<file path="config.mk">
export PLATFORM = sky130hd
export DESIGN_NAME = fft_frame_ctrl
export DESIGN_NICKNAME = d
export VERILOG_FILES = /design/src/rtl/fft_frame_ctrl.sv
export SDC_FILE = /design/constraint.sdc
export NUM_CORES = 1
export LEC_CHECK = 0
export CAP_MARGIN = 20
export CORE_AREA = 5 5 234 236
export CTS_BUF_LIST = sky130_fd_sc_hd__clkbuf_16
export DETAILED_ROUTE_END_ITERATION = 10
export DIE_AREA = 0 0 239 241
export MAX_ROUTING_LAYER = met4
export PLACE_DENSITY = 0.56
export SYNTH_ARGS = -nofsm -noshare
export SYNTH_HDL_FRONTEND = slang
export SYNTH_SLANG_ARGS = --single-unit
</file>
<file path="constraint.sdc">
create_clock -name clk -period 19.9 [get_ports clk]
set_input_delay 2.985 -clock clk [delete_from_list [all_inputs] [get_ports clk]]
set_output_delay 2.985 -clock clk [all_outputs]
set_load 0.05 [all_outputs]
</file>
<file path="src/rtl/fft_frame_ctrl.sv">
// Sequencer between the FX2 USB front end and the FFT core: loads twiddle weights,
// admits frames through a one-frame holding register, and bounds frames inside the core.
module fft_frame_ctrl #(
  parameter int NPOINT       = 3,
  parameter int MAX_INFLIGHT = 2
) (
  input  logic                          clk,
  input  logic                          rst,
  input  logic                          wt_valid,
  input  logic [15:0]                   wt_real,
  input  logic [15:0]                   wt_imag,
  output logic                          core_weight_valid,
  output logic [2*NPOINT-1:0]           core_weight_addr,
  output logic [15:0]                   core_weight_real,
  output logic [15:0]                   core_weight_imag,
  output logic                          weights_ready,
  input  logic                          cfg_reload,
  input  logic                          up_din_valid,
  output logic                          up_din_busy,
  input  logic [16*(2**NPOINT)-1:0]     up_din_real,
  input  logic [16*(2**NPOINT)-1:0]     up_din_imag,
  output logic                          core_din_valid,
  input  logic                          core_din_busy,
  output logic [16*(2**NPOINT)-1:0]     core_din_real,
  output logic [16*(2**NPOINT)-1:0]     core_din_imag,
  input  logic                          core_dout_valid,
  output logic                          core_dout_busy,
  output logic                          up_dout_valid,
  input  logic                          up_dout_busy,
  output logic [2:0]                    inflight,
  output logic [15:0]                   frame_cnt,
  output logic                          err_unexp
);

  localparam int FW   = 16 * (2 ** NPOINT);
  localparam int WNUM = NPOINT * (2 ** (NPOINT - 1));
  localparam int WA   = 2 * NPOINT;

  typedef enum logic [1:0] {LOAD, RUN, DRAIN} state_t;

  state_t          state_q, state_d;
  logic [WA-1:0]   wcnt_q, wcnt_d;
  logic            wvalid_q, wvalid_d;
  logic [WA-1:0]   waddr_q, waddr_d;
  logic [15:0]     wreal_q, wreal_d;
  logic [15:0]     wimag_q, wimag_d;
  logic            ready_q, ready_d;
  logic            din_valid_q, din_valid_d;
  logic [FW-1:0]   din_real_q, din_real_d;
  logic [FW-1:0]   din_imag_q, din_imag_d;
  logic [2:0]      inflight_q, inflight_d;
  logic [15:0]     frame_cnt_q, frame_cnt_d;
  logic            err_q, err_d;

  logic in_xfer;
  logic core_xfer;
  logic out_xfer;

  // Result data bypasses this block; only the handshake is observed.
  assign up_dout_valid  = core_dout_valid;
  assign core_dout_busy = up_dout_busy;

  assign up_din_busy = (state_q != RUN) | din_valid_q | (inflight_q == 3'(MAX_INFLIGHT));
  assign in_xfer     = up_din_valid & ~up_din_busy;
  assign core_xfer   = din_valid_q & ~core_din_busy;
  assign out_xfer    = core_dout_valid & ~up_dout_busy;

  always_comb begin
    state_d     = state_q;
    wcnt_d      = wcnt_q;
    wvalid_d    = 1'b0;
    waddr_d     = waddr_q;
    wreal_d     = wreal_q;
    wimag_d     = wimag_q;
    ready_d     = ready_q;
    din_valid_d = din_valid_q;
    din_real_d  = din_real_q;
    din_imag_d  = din_imag_q;
    inflight_d  = inflight_q;
    frame_cnt_d = frame_cnt_q;
    err_d       = err_q;

    case (state_q)
      LOAD: begin
        if (wt_valid) begin
          wvalid_d = 1'b1;
          waddr_d  = wcnt_q;
          wreal_d  = wt_real;
          wimag_d  = wt_imag;
          if (wcnt_q == WA'(WNUM - 1)) begin
            state_d = RUN;
            ready_d = 1'b1;
            wcnt_d  = '0;
          end else begin
            wcnt_d = wcnt_q + 1'b1;
          end
        end
      end
      RUN: begin
        if (cfg_reload) state_d = DRAIN;
      end
      DRAIN: begin
        // Reload only once nothing is held or still inside the core.
        if ((inflight_q == 3'd0) && !din_valid_q) begin
          state_d = LOAD;
          ready_d = 1'b0;
          wcnt_d  = '0;
        end
      end
      default: state_d = LOAD;
    endcase

    if (in_xfer) begin
      din_valid_d = 1'b1;
      din_real_d  = up_din_real;
      din_imag_d  = up_din_imag;
    end
    if (core_xfer) din_valid_d = 1'b0;

    if (out_xfer) begin
      frame_cnt_d = frame_cnt_q + 16'd1;
      if (inflight_q == 3'd0) err_d = 1'b1;
    end

    // An unexpected result never drives the count below zero.
    case ({core_xfer, out_xfer})
      2'b10:   inflight_d = inflight_q + 3'd1;
      2'b01:   if (inflight_q != 3'd0) inflight_d = inflight_q - 3'd1;
      default: inflight_d = inflight_q;
    endcase
  end

  always_ff @(posedge clk or posedge rst) begin
    if (rst) begin
      state_q     <= LOAD;
      wcnt_q      <= '0;
      wvalid_q    <= 1'b0;
      waddr_q     <= '0;
      wreal_q     <= '0;
      wimag_q     <= '0;
      ready_q     <= 1'b0;
      din_valid_q <= 1'b0;
      din_real_q  <= '0;
      din_imag_q  <= '0;
      inflight_q  <= '0;
      frame_cnt_q <= '0;
      err_q       <= 1'b0;
    end else begin
      state_q     <= state_d;
      wcnt_q      <= wcnt_d;
      wvalid_q    <= wvalid_d;
      waddr_q     <= waddr_d;
      wreal_q     <= wreal_d;
      wimag_q     <= wimag_d;
      ready_q     <= ready_d;
      din_valid_q <= din_valid_d;
      din_real_q  <= din_real_d;
      din_imag_q  <= din_imag_d;
      inflight_q  <= inflight_d;
      frame_cnt_q <= frame_cnt_d;
      err_q       <= err_d;
    end
  end

  assign core_weight_valid = wvalid_q;
  assign core_weight_addr  = waddr_q;
  assign core_weight_real  = wreal_q;
  assign core_weight_imag  = wimag_q;
  assign weights_ready     = ready_q;
  assign core_din_valid    = din_valid_q;
  assign core_din_real     = din_real_q;
  assign core_din_imag     = din_imag_q;
  assign inflight          = inflight_q;
  assign frame_cnt         = frame_cnt_q;
  assign err_unexp         = err_q;

endmodule

</file>
# Word-level counts from Yosys, hierarchy flattened
# Cells that the tools add are included.
# W data, S select, Z words.
# word_totals
register_bits	325
in_bits	296
wordCells	70
out_inout_bits	320
# classes
muxes	19
n_bitwise	8
n_reduce_logical	14
n_addsub	4
eq_ne	12
# op_table
op	n
$mux W6	3
$add A16 B1 Y16 const B	1
$pmux W6 S2	1
$ne A2 B2 Y1 const B	5
$mux W2	4
$reduce_and A4 Y1	2
$mux W1	7
$add A6 B1 Y6 const B	1
$eq A6 B4 Y1 const B	1
$pmux W2 S3	1
$pmux W3 S2	1
$reduce_and A2 Y1	3
$reduce_bool A2 Y1	3
$eq A2 B1 Y1 const B	2
$eq A2 B2 Y1 const B	2
$add A3 B1 Y3 const B	1
$and A1 B1 Y1	3
$eq A3 B2 Y1 const B	1
$logic_not A3 Y1	1
$mux W3	1
$not A1 Y1	3
$reduce_and A3 Y1	1
$reduce_bool A3 Y1	1
$sub A3 B1 Y3 const B	1
other kinds (6)	7

# Logic depth before layout (Yosys ltp)
# Gate-level depths: netlist (run 1).
# logic_depth
depth_word	7
mapped_depth	7
ltp_nobuf	7

# Worst setup path after synthesis (run 1)
# Ideal clock, no wire load.
# synth_path
path_type	input -> output
startpoint	in up_dout_busy
endpoint	out core_dout_busy
path_slack_ps	13760
required_ps	16915
path_stages	1
n_path_buf	1
arrival_time_ps	3155
cell_sequence	buf_4
# synth_rtl
item	line_no	rtl
from (decl)	29	input logic up_dout_busy,
to (decl)	27	output logic core_dout_busy,
# No word-level cell between the ends.

# Worst setup path in the final report (run 1)
# layout_path
startpoint	in up_dout_busy
endpoint	out core_dout_busy
# No word-level cell between the ends.

==> results by group, run 1 <==
Pwr
  • Comb power frac: a little over half
  • Leakage: 8.924 nW
  • Clock network fraction of total power: between 15 and 20%
  • Sequential Power Share: between 20% and 30%
  • Peak supply drop: ~0.095 mV
  • P per Cell Area: 188.6 nW/um2
  • P_int: 2.038 mW
  • Switching pwr: roughly 1.8 mW
  • Sw frac: between 40% and 50%
  • Pwr Total: approximately 3.8 mW

Setup path
  • Critical path origin: up_dout_busy
  • Crit path max-delay family: buffers and inverters
  • Crit-path most repeated cell: clkdlybuf4s50_1
  • Element type at the critical path end: primary output
  • Reg-to-reg slack, setup: 15.97 ns
  • Crit path max-delay cell type: clkdlybuf4s50_1
  • Required time worst endpoint: roughly 17 ns
  • Worst path arrival time: around 4.3 ns
  • Buf/Inv on CP: 2
  • RR Startpoint: inflight[0]
  • CP max FO: 3
  • Critical path launch point type: primary input
  • CP Class: primary input to primary output
  • Max incr delay on CP: a little over 0.8 ns
  • Sequence of cells on the critical path: clkdlybuf4s50_1, clkdlybuf4s50_1

Final layout
  • Fill cells: 5009
  • Layout area overhead: 62.35%
  • Share of cells above drive strength 1: about 6.1%
  • Non-filler cells, final: roughly 2200
  • Commonest non-fill, non-tap cell in the layout: clkdlybuf4s50_1
  • Total Nets Final: between 1500 and 2000
  • Area of the multi-input gates: between 3000 and 4000 um2
  • Commonest cells after routing, fill and taps aside: clkdlybuf4s50_1 (615), dfrtp_1 (325), mux2_1 (229), nand2_1 (127), clkbuf_16 (41)
  • FF+latch area: about 8100 um2

Clock network
  • Root Driver: clkbuf_16
  • Sink Count: around 330
  • Worst-Skew Late Latency: ~0.53 ns
  • TritonCTS clock tree: done
  • Cts hold-fix bufs: 0
  • CTS Buf Count: 39
  • Clock transition at the registers of the reported paths: 0.06 ns
  • Clock buffer depth: 3
  • CTS H-tree lvls: 2
  • CTS-repair resized insts: 0
  • Setup Fix Bufs, Post-CTS: 0

STA
  • RSZ-0062 raised after global routing: no
  • Worst slew margin relative to its limit: around 38%
  • Final hold vios: 0
  • Tcrit/Tclk final: 36.75%
  • Final hold slack: around 0.47 ns
  • Final Skew: 0.01118 ns
  • Fmax: 0.1367 GHz
  • Tightest Pin Transition: 0.9371 ns
  • Setup TNS: 0 ns
  • Endpoints failing setup: 0
  • Number of max-slew violations in the final report: 0
  • Minimum clock period: roughly 7.3 ns

Global routing
  • Tot GR Track Use: between 10 and 15%
  • Antenna violations before repair: 3
  • Vias in the first global route: ~9600
  • Largest net degree at the start of global routing: between 150 and 200
  • First-pass GRT wire length: between 60000 and 70000 um
  • GRT Residual Overflow: 0

Floorplanning
  • Initial cell density of the core: between 20% and 30%
  • I/O pin cnt: a little over 600
  • Die W: 239 um
  • Rows: between 80 and 90
  • Core area: between 50000 and 60000 um2
  • Die height: between 200 and 250 um
  • Die Area: 57600 um2

Routing
  • Drt pass-1 iters: 4
  • First DRT Iteration DRCs: about 370
  • Via count: a little under 9000
  • Final ANT Viol Nets: 0
  • Routed wire length per instance: slightly below 20 um
  • WL final: roughly 42000 um
  • DRC: 0
  • Via/cell ratio: about 4.1

Logic synthesis
  • #FFs+latches synth: around 330
  • Synth Cell Area: between 10000 and 15000 um2
  • YS warnings: 0
  • Synth cell types: 38
  • Mapped Nets: about 1100
  • Cell count after synthesis: about 840
  • Syn Area/Cell: 14.99 um2
  • Sequential fraction of the synthesis area: between 60% and 70%

Worst hold path
  • HP Start: err_unexp
  • Min-delay worst type: register to register

Run
  • Max Cap Viol: 0

Place
  • Post-Place Cells: ~2100
  • Number of port buffers: about 620
  • Final GP Congestion: around 0.76
  • Post-DP HPWL: roughly 31000 um

Status
  • Status: completed
logic make-up (layout without fill, tap and decap cells):
group           count (synthesis)  in the layout  share of synthesized area [%]
compound gates                 18             18                         0.9164
xor+xnor                       18             18                          1.255
fa+ha+maj                       3              3                         0.3586
buf+inv                        49            698                          3.875
flops                         325            325                          64.75
mux                           258            258                          23.12
other cells                     0              3                              0
simple gates                  167            167                          5.728
path summary, 6_finish.rpt:
check | end | cells after the start
setup / recovery | core_dout_busy | 2
hold / removal | err_unexp | 1
setup reg to reg | core_din_imag[102] | 6
hold reg to reg | err_unexp | 1
max in group asynchronous | wcnt_q[5] | 3
min in group asynchronous | core_din_real[86] | 2
layer usage:
metal  vias up  routed length [um]  global-route usage (%)
li1       4117                   -                       -
met1      4414               15630                   15.58
met2       342               21760                   24.43
met3        62                3660                   4.959
met4         0                1063                   4.513
met5         -                   0                       -
worst reg2reg max path, delay by kind of cell (launching register included):
kind | cells | cell delay, ns
AOI/OAI and AO/OA | 1 | 0.39
buffers and inverters | 2 | 1.73
DFF | 1 | 0.44
muxes | 1 | 0.42
and+or+nand+nor | 2 | 0.81
final cells by class:
class,instances,share of cell area (%)
diodes,3,0.03681
well taps,688,4.221
repair buffers,622,30.60
multi-input cells,464,19.34
clock buffers,41,5.031
flip-flops and latches,325,39.88
clock inverters,26,0.6811
inverters,9,0.2025
through the flow:
step / cell area [um2] / util (%) / worst slack (ns)
after floorplan: 12560 / - / 7.917
after global placement: 19190 / 36.74 / 12.61
after detailed placement: 19190 / 36.74 / 12.58
after CTS: 20360 / 38.97 / 12.57
after global routing: 20390 / 39.04 / 12.56
final: 20390 / 39.04 / 12.59
synthesized netlist by cell type:
cell | count | area, um2
nand3_1 | 4 | 20.02
nor4b_1 | 1 | 8.760
buf_6 | 4 | 45.04
nor4_1 | 1 | 6.260
nor2b_1 | 3 | 18.77
o22ai_1 | 4 | 25.02
inv_2 | 1 | 3.750
nor2_8 | 1 | 20.02
dfrtp_1 | 325 | 8133
fa_1 | 1 | 20.02
buf_12 | 2 | 40.04
o21ai_0 | 5 | 25.02
nor2_1 | 9 | 33.78
buf_4 | 4 | 30.03
nand4_1 | 8 | 50.05
mux2_2 | 28 | 315.3
or3b_2 | 1 | 8.760
nand2_1 | 128 | 480.5
o21bai_1 | 1 | 7.510
and4_1 | 1 | 8.760
a21o_1 | 1 | 7.510
mux2_1 | 229 | 2579
and3_1 | 3 | 18.77
nor3_1 | 2 | 10.01
and2_1 | 1 | 6.260
mux2i_1 | 1 | 10.01
a21oi_1 | 3 | 15.01
and4b_1 | 1 | 10.01
ha_1 | 2 | 25.02
a31o_2 | 1 | 8.760
xnor2_1 | 14 | 122.6
xor2_1 | 4 | 35.03
o31a_1 | 2 | 17.52
inv_1 | 8 | 30.03
buf_8 | 20 | 300.3
a211o_1 | 1 | 8.760
nand2b_1 | 3 | 18.77
clkbuf_1 | 10 | 37.54
power groups by stage:
stage          clock, mW  combinational [mW]  sequential [mW]
6_report           0.656                2.07             1.12
5_1_grt            0.711                2.16             1.16
4_1_cts            0.686                2.10             1.12
3_5_place_dp           0                2.10             1.13
3_3_place_gp           0                2.09             1.12
2_1_floorplan          0               0.291             2.13
sequential cells by signal (all words and copies together) (netlist names):
register / count
core_din_imag: 128
core_din_real: 128
core_weight_imag: 16
core_weight_real: 16
frame_cnt: 16
core_weight_addr: 6
wcnt_q: 6
inflight: 3
state_q: 2
core_din_valid: 1
core_weight_valid: 1
err_unexp: 1
weights_ready: 1
(Power assumes the default switching activity.)
==> run 2: changes to the inputs <==
- CORE_AREA: 5 5 234 236 -> 5 5 240 242
- DIE_AREA: 0 0 239 241 -> 0 0 245 247
- clock period: 19.9 -> 5.95 ns (I/O delays scaled with it)
==> results by group, run 2 (synthesis gave the netlist of run 1 again) <==
Status
  • Status: completed

Setup path
  • Critical path launch point type: register
  • Element type at the critical path end: primary output
  • Worst path arrival time: around 2.5 ns
  • CP max FO: 6
  • Required time worst endpoint: roughly 5.1 ns
  • Crit path max-delay cell type: clkdlybuf4s50_1
  • Max incr delay on CP: just over 0.9 ns
  • CP Class: register to primary output
  • Sequence of cells on the critical path: nor2_1, a211o_1, clkdlybuf4s50_1

Clock network
  • CTS Buf Count: 40
  • CTS H-tree lvls: 2
  • Setup Fix Bufs, Post-CTS: 0
  • Worst-Skew Late Latency: 0.53 ns
  • Sink Count: 325
  • Root Driver: clkbuf_16
  • Clock buffer depth: 3
  • TritonCTS clock tree: done
  • CTS-repair resized insts: 0
  • Clock transition at the registers of the reported paths: roughly 0.060 ns
  • Cts hold-fix bufs: 0

Floorplanning
  • Core area: between 50000 and 60000 um2
  • I/O pin cnt: a little over 600
  • Die W: around 250 um
  • Die Area: 60520 um2
  • Initial cell density of the core: a little under a quarter
  • Rows: 86
  • Die height: between 200 and 250 um

Routing
  • Routed wire length per instance: 18.91 um
  • First DRT Iteration DRCs: 280
  • Via/cell ratio: 4.084
  • Drt pass-1 iters: 4
  • DRC: 0
  • Via count: ~9000
  • Final ANT Viol Nets: 0
  • WL final: between 40000 and 50000 um

STA
  • RSZ-0062 raised after global routing: no
  • Tightest Pin Transition: between 1 and 1.5 ns
  • Final hold vios: 0
  • Setup TNS: 0 ns
  • Final Skew: 0.01056 ns
  • Number of max-slew violations in the final report: 0
  • Tcrit/Tclk final: between 50% and 60%
  • Worst slew margin relative to its limit: about a fifth
  • Minimum clock period: between 3 and 4 ns
  • Endpoints failing setup: 0
  • Fmax: between 0.2 and 0.3 GHz

Place
  • Post-Place Cells: 2123
  • Post-DP HPWL: around 31000 um
  • Number of port buffers: a little over 600
  • Final GP Congestion: ~0.76

Global routing
  • Largest net degree at the start of global routing: between 150 and 200
  • GRT Residual Overflow: 0
  • Vias in the first global route: just under 10000
  • Antenna violations before repair: 6
  • Tot GR Track Use: 13.60%
  • First-pass GRT wire length: 62020 um

Worst hold path
  • Min-delay worst type: register to register

Run
  • Max Cap Viol: 0

Pwr
  • Leakage: ~9 nW
  • Peak supply drop: slightly below 0.3 mV
  • P per Cell Area: between 600 and 700 nW/um2

Final layout
  • Total Nets Final: 1760
  • Non-filler cells, final: between 2000 and 2500
  • Layout area overhead: 62.21%
  • Commonest non-fill, non-tap cell in the layout: clkdlybuf4s50_1
  • Commonest cells after routing, fill and taps aside: clkdlybuf4s50_1 (615), dfrtp_1 (325), mux2_1 (229), nand2_1 (128), clkbuf_16 (41)
  • Share of cells above drive strength 1: 5.589%
==> run 2: cell types whose count changed in the layout (fill, tap and decap cells not counted), moves of 2 or more <==
cell,change
buf_12,+3
buf_4,-3
clkinv_1,+2
clkinv_2,-2
inv_1,+2
==> run 2: path summary, 6_finish.rpt <==
path                                      end  slack (ns)  cells after the start          start
hold / removal                  frame_cnt[15]        0.47                      1  frame_cnt[15]
setup reg to reg            core_din_imag[58]        3.44                      5    inflight[2]
hold reg to reg                 frame_cnt[15]        0.47                      1  frame_cnt[15]
setup / recovery                  up_din_busy        2.60                      3    inflight[2]
max in group asynchronous   core_din_real[30]        4.03                      3            rst
min in group asynchronous  core_din_real[104]        0.88                      3            rst
==> run 2: through the flow <==
step / util (%) / setup WS [ns] / total power [mW] / hold WS [ns] / area (um2)
after global routing: 37.11 / 2.509 / 13.43 / 0.4807 / 20370
after floorplan: - / 0.7208 / 8.095 / 0.4817 / 12560
after CTS: 37.11 / 2.524 / 13.01 / 0.4751 / 20370
after detailed placement: 35.07 / 2.826 / 10.79 / 0.4613 / 19240
final: 37.13 / 2.602 / 12.80 / 0.4681 / 20370
after global placement: 35.07 / 2.828 / 10.72 / 0.4556 / 19240
==> run 2: report_power, final <==
part,total (mW),leakage (nW),switching [mW],internal (mW)
combinational,6.93,4.23,4.59,2.34
sequential,3.73,4.08,0.533,3.20
clock,2.13,0.593,0.905,1.23
total,12.8,8.90,6.03,6.77
==> run 2: critical path: cells and delay by family, from the launching register on <==
kind,cells,cell delay (ns)
simple gates,1,0.27
buf+inv,1,0.91
compound gates,1,0.30
flops,1,0.43
==> run 2: area by class of cell <==
class                   count  area (um2)
diodes                      3       7.507
clock buffers              41        1026
clock inverters            25       97.59
fillers                  5287       34500
inverters                   9       37.54
multi-input cells         464        3941
flip-flops and latches    325        8133
well taps                 704       880.8
repair buffers            621        6251
==> run 2: per-layer routing <==
metal	vias up	track usage (%)	share of wire, %
li1	4123	-	-
met2	398	23.82	52
met5	-	-	0
met1	4376	14.60	37
met4	0	2.739	1.7
met3	56	5.664	10
==> run 3: changes to the inputs <==
- clock period: 5.95 -> 2.9 ns (I/O delays scaled with it)
==> results by group, run 3 (synthesis gave the netlist of run 1 again) <==
Final layout
  • Commonest non-fill, non-tap cell in the layout: clkdlybuf4s50_1
  • Layout area overhead: 64.76%
  • Commonest cells after routing, fill and taps aside: clkdlybuf4s50_1 (614), dfrtp_1 (325), mux2_1 (229), nand2_1 (128), clkbuf_16 (41)
  • Share of cells above drive strength 1: about 7.2%
  • Finished layout cell area: 20690 um2
  • Total Nets Final: ~1800

Place
  • DP Area: a little under 20000 um2
  • Final GP Congestion: roughly 0.8
  • Post-DP HPWL: roughly 33000 um
  • Number of port buffers: 615

Setup path
  • CP max FO: 5
  • Required time worst endpoint: between 2 and 2.5 ns
  • Worst path arrival time: about 1.9 ns
  • Critical path origin: core_din_valid
  • Sequence of cells on the critical path: clkdlybuf4s50_1
  • Element type at the critical path end: primary output
  • Crit path max-delay family: buffers and inverters
  • Crit path max-delay cell type: clkdlybuf4s50_1
  • Critical path launch point type: register
  • Max incr delay on CP: 0.89 ns
  • RR Startpoint: inflight[2]
  • CP Class: register to primary output
  • Buf/Inv on CP: 1

Pwr
  • Sw frac: 46.90%
  • Leakage: slightly above 9 nW
  • Switching pwr: ~12 mW
  • Clock network fraction of total power: about 17%
  • P per Cell Area: 1277 nW/um2
  • Sequential Power Share: 29.0%
  • Comb power frac: ~54%
  • Pwr Total: 26.42 mW
  • P_int: 14.03 mW
  • Peak supply drop: between 0.6 and 0.7 mV

Clock network
  • CTS-repair resized insts: 0
  • Setup Fix Bufs, Post-CTS: 0
  • Root Driver: clkbuf_16
  • Sink Count: 325
  • CTS Buf Count: 38
  • Clock buffer depth: 3
  • TritonCTS clock tree: done
  • Clock transition at the registers of the reported paths: approximately 0.06 ns
  • CTS H-tree lvls: 2
  • Cts hold-fix bufs: 0
  • Worst-Skew Late Latency: between 0.5 and 0.6 ns

Floorplanning
  • Core area: roughly 55000 um2
  • Die Area: 60520 um2
  • I/O pin cnt: around 600
  • Initial cell density of the core: 22.89%
  • Rows: 86
  • Die height: 247 um
  • Die W: ~250 um

Routing
  • Final ANT Viol Nets: 0
  • DRC: 0
  • WL final: 42110 um
  • Drt pass-1 iters: 4
  • First DRT Iteration DRCs: about 200
  • Routed wire length per instance: approximately 19 um
  • Via/cell ratio: between 4 and 5
  • Via count: ~9000

STA
  • Final hold slack: 0.3133 ns
  • Tightest Pin Transition: between 0.6 and 0.7 ns
  • Setup TNS: 0 ns
  • Number of max-slew violations in the final report: 0
  • Final Skew: ~0.013 ns
  • Tcrit/Tclk final: 81.25%
  • Minimum clock period: roughly 2.4 ns
  • Final hold vios: 0
  • Endpoints failing setup: 0
  • Fmax: ~0.42 GHz
  • RSZ-0062 raised after global routing: no
  • Worst slew margin relative to its limit: 55.32%

Worst hold path
  • Min-delay worst type: primary input to async pin

Status
  • Status: completed

Run
  • Max Cap Viol: 0

Global routing
  • Largest net degree at the start of global routing: 75
  • Antenna violations before repair: 8
  • Tot GR Track Use: between 10 and 15%
  • First-pass GRT wire length: 62950 um
  • GRT Residual Overflow: 0
  • Vias in the first global route: approximately 10000
run 3: changes by cell type in the layout (fill, tap and decap cells not counted), sizes merged:
| cell | delta |
|---|---|
| buf | +20 |
| bufinv | +1 |
| clkdlybuf4s50 | -1 |
| clkinv | +2 |
| diode | +3 |
| inv | -3 |
run 3: per-stage QoR:
stage | setup slack, ns | cells | util [%]
2_1_floorplan | -1.872 | 838 | -
3_3_place_gp | 0.4401 | 2142 | 35.57
3_5_place_dp | 0.4510 | 2142 | 35.57
4_1_cts | 0.4650 | 2208 | 37.68
5_1_grt | 0.4626 | 2210 | 37.69
6_report | 0.5439 | 2214 | 37.71
run 3: layout make-up:
cell class                      instances  area [um2]
Fill cell                            5263       34180
Sequential cell                       325        8133
Timing Repair Buffer                  640        6529
Multi-Input combinational cell        464        3941
Clock buffer                           41        1026
Tap cell                              704       880.8
Clock inverter                         25       132.6
Inverter                                9       37.54
Antenna cell                            6       15.01
run 3: worst paths after layout:
path | endpoint | slack [ns] | depth (start not counted)
setup / recovery | core_din_valid | 0.54 | 1
hold / removal | core_din_imag[34] | 0.31 | 2
setup reg to reg | core_din_imag[117] | 0.64 | 6
hold reg to reg | core_weight_real[6] | 0.47 | 2
max in group asynchronous | core_din_real[61] | 1.72 | 4
min in group clk | core_weight_imag[0] | 0.43 | 3
run 3: routing by layer:
metal	wire length (um)	global-route usage [%]	up-vias
met5	0	-	-
met2	21770	24.82	408
met1	14740	13.74	4380
met4	1151	3.729	0
met3	4448	6.085	64
li1	-	-	4150
run 3: power groups by stage:
stage | Clock, mW | Sequential [mW] | Combinational, mW
finish | 4.47 | 7.66 | 14.3
global route | 4.84 | 7.94 | 14.9
CTS | 4.68 | 7.68 | 14.5
detailed placement | 0 | 7.74 | 14.5
global placement | 0 | 7.66 | 14.4
floorplan | 0 | 14.6 | 2.00
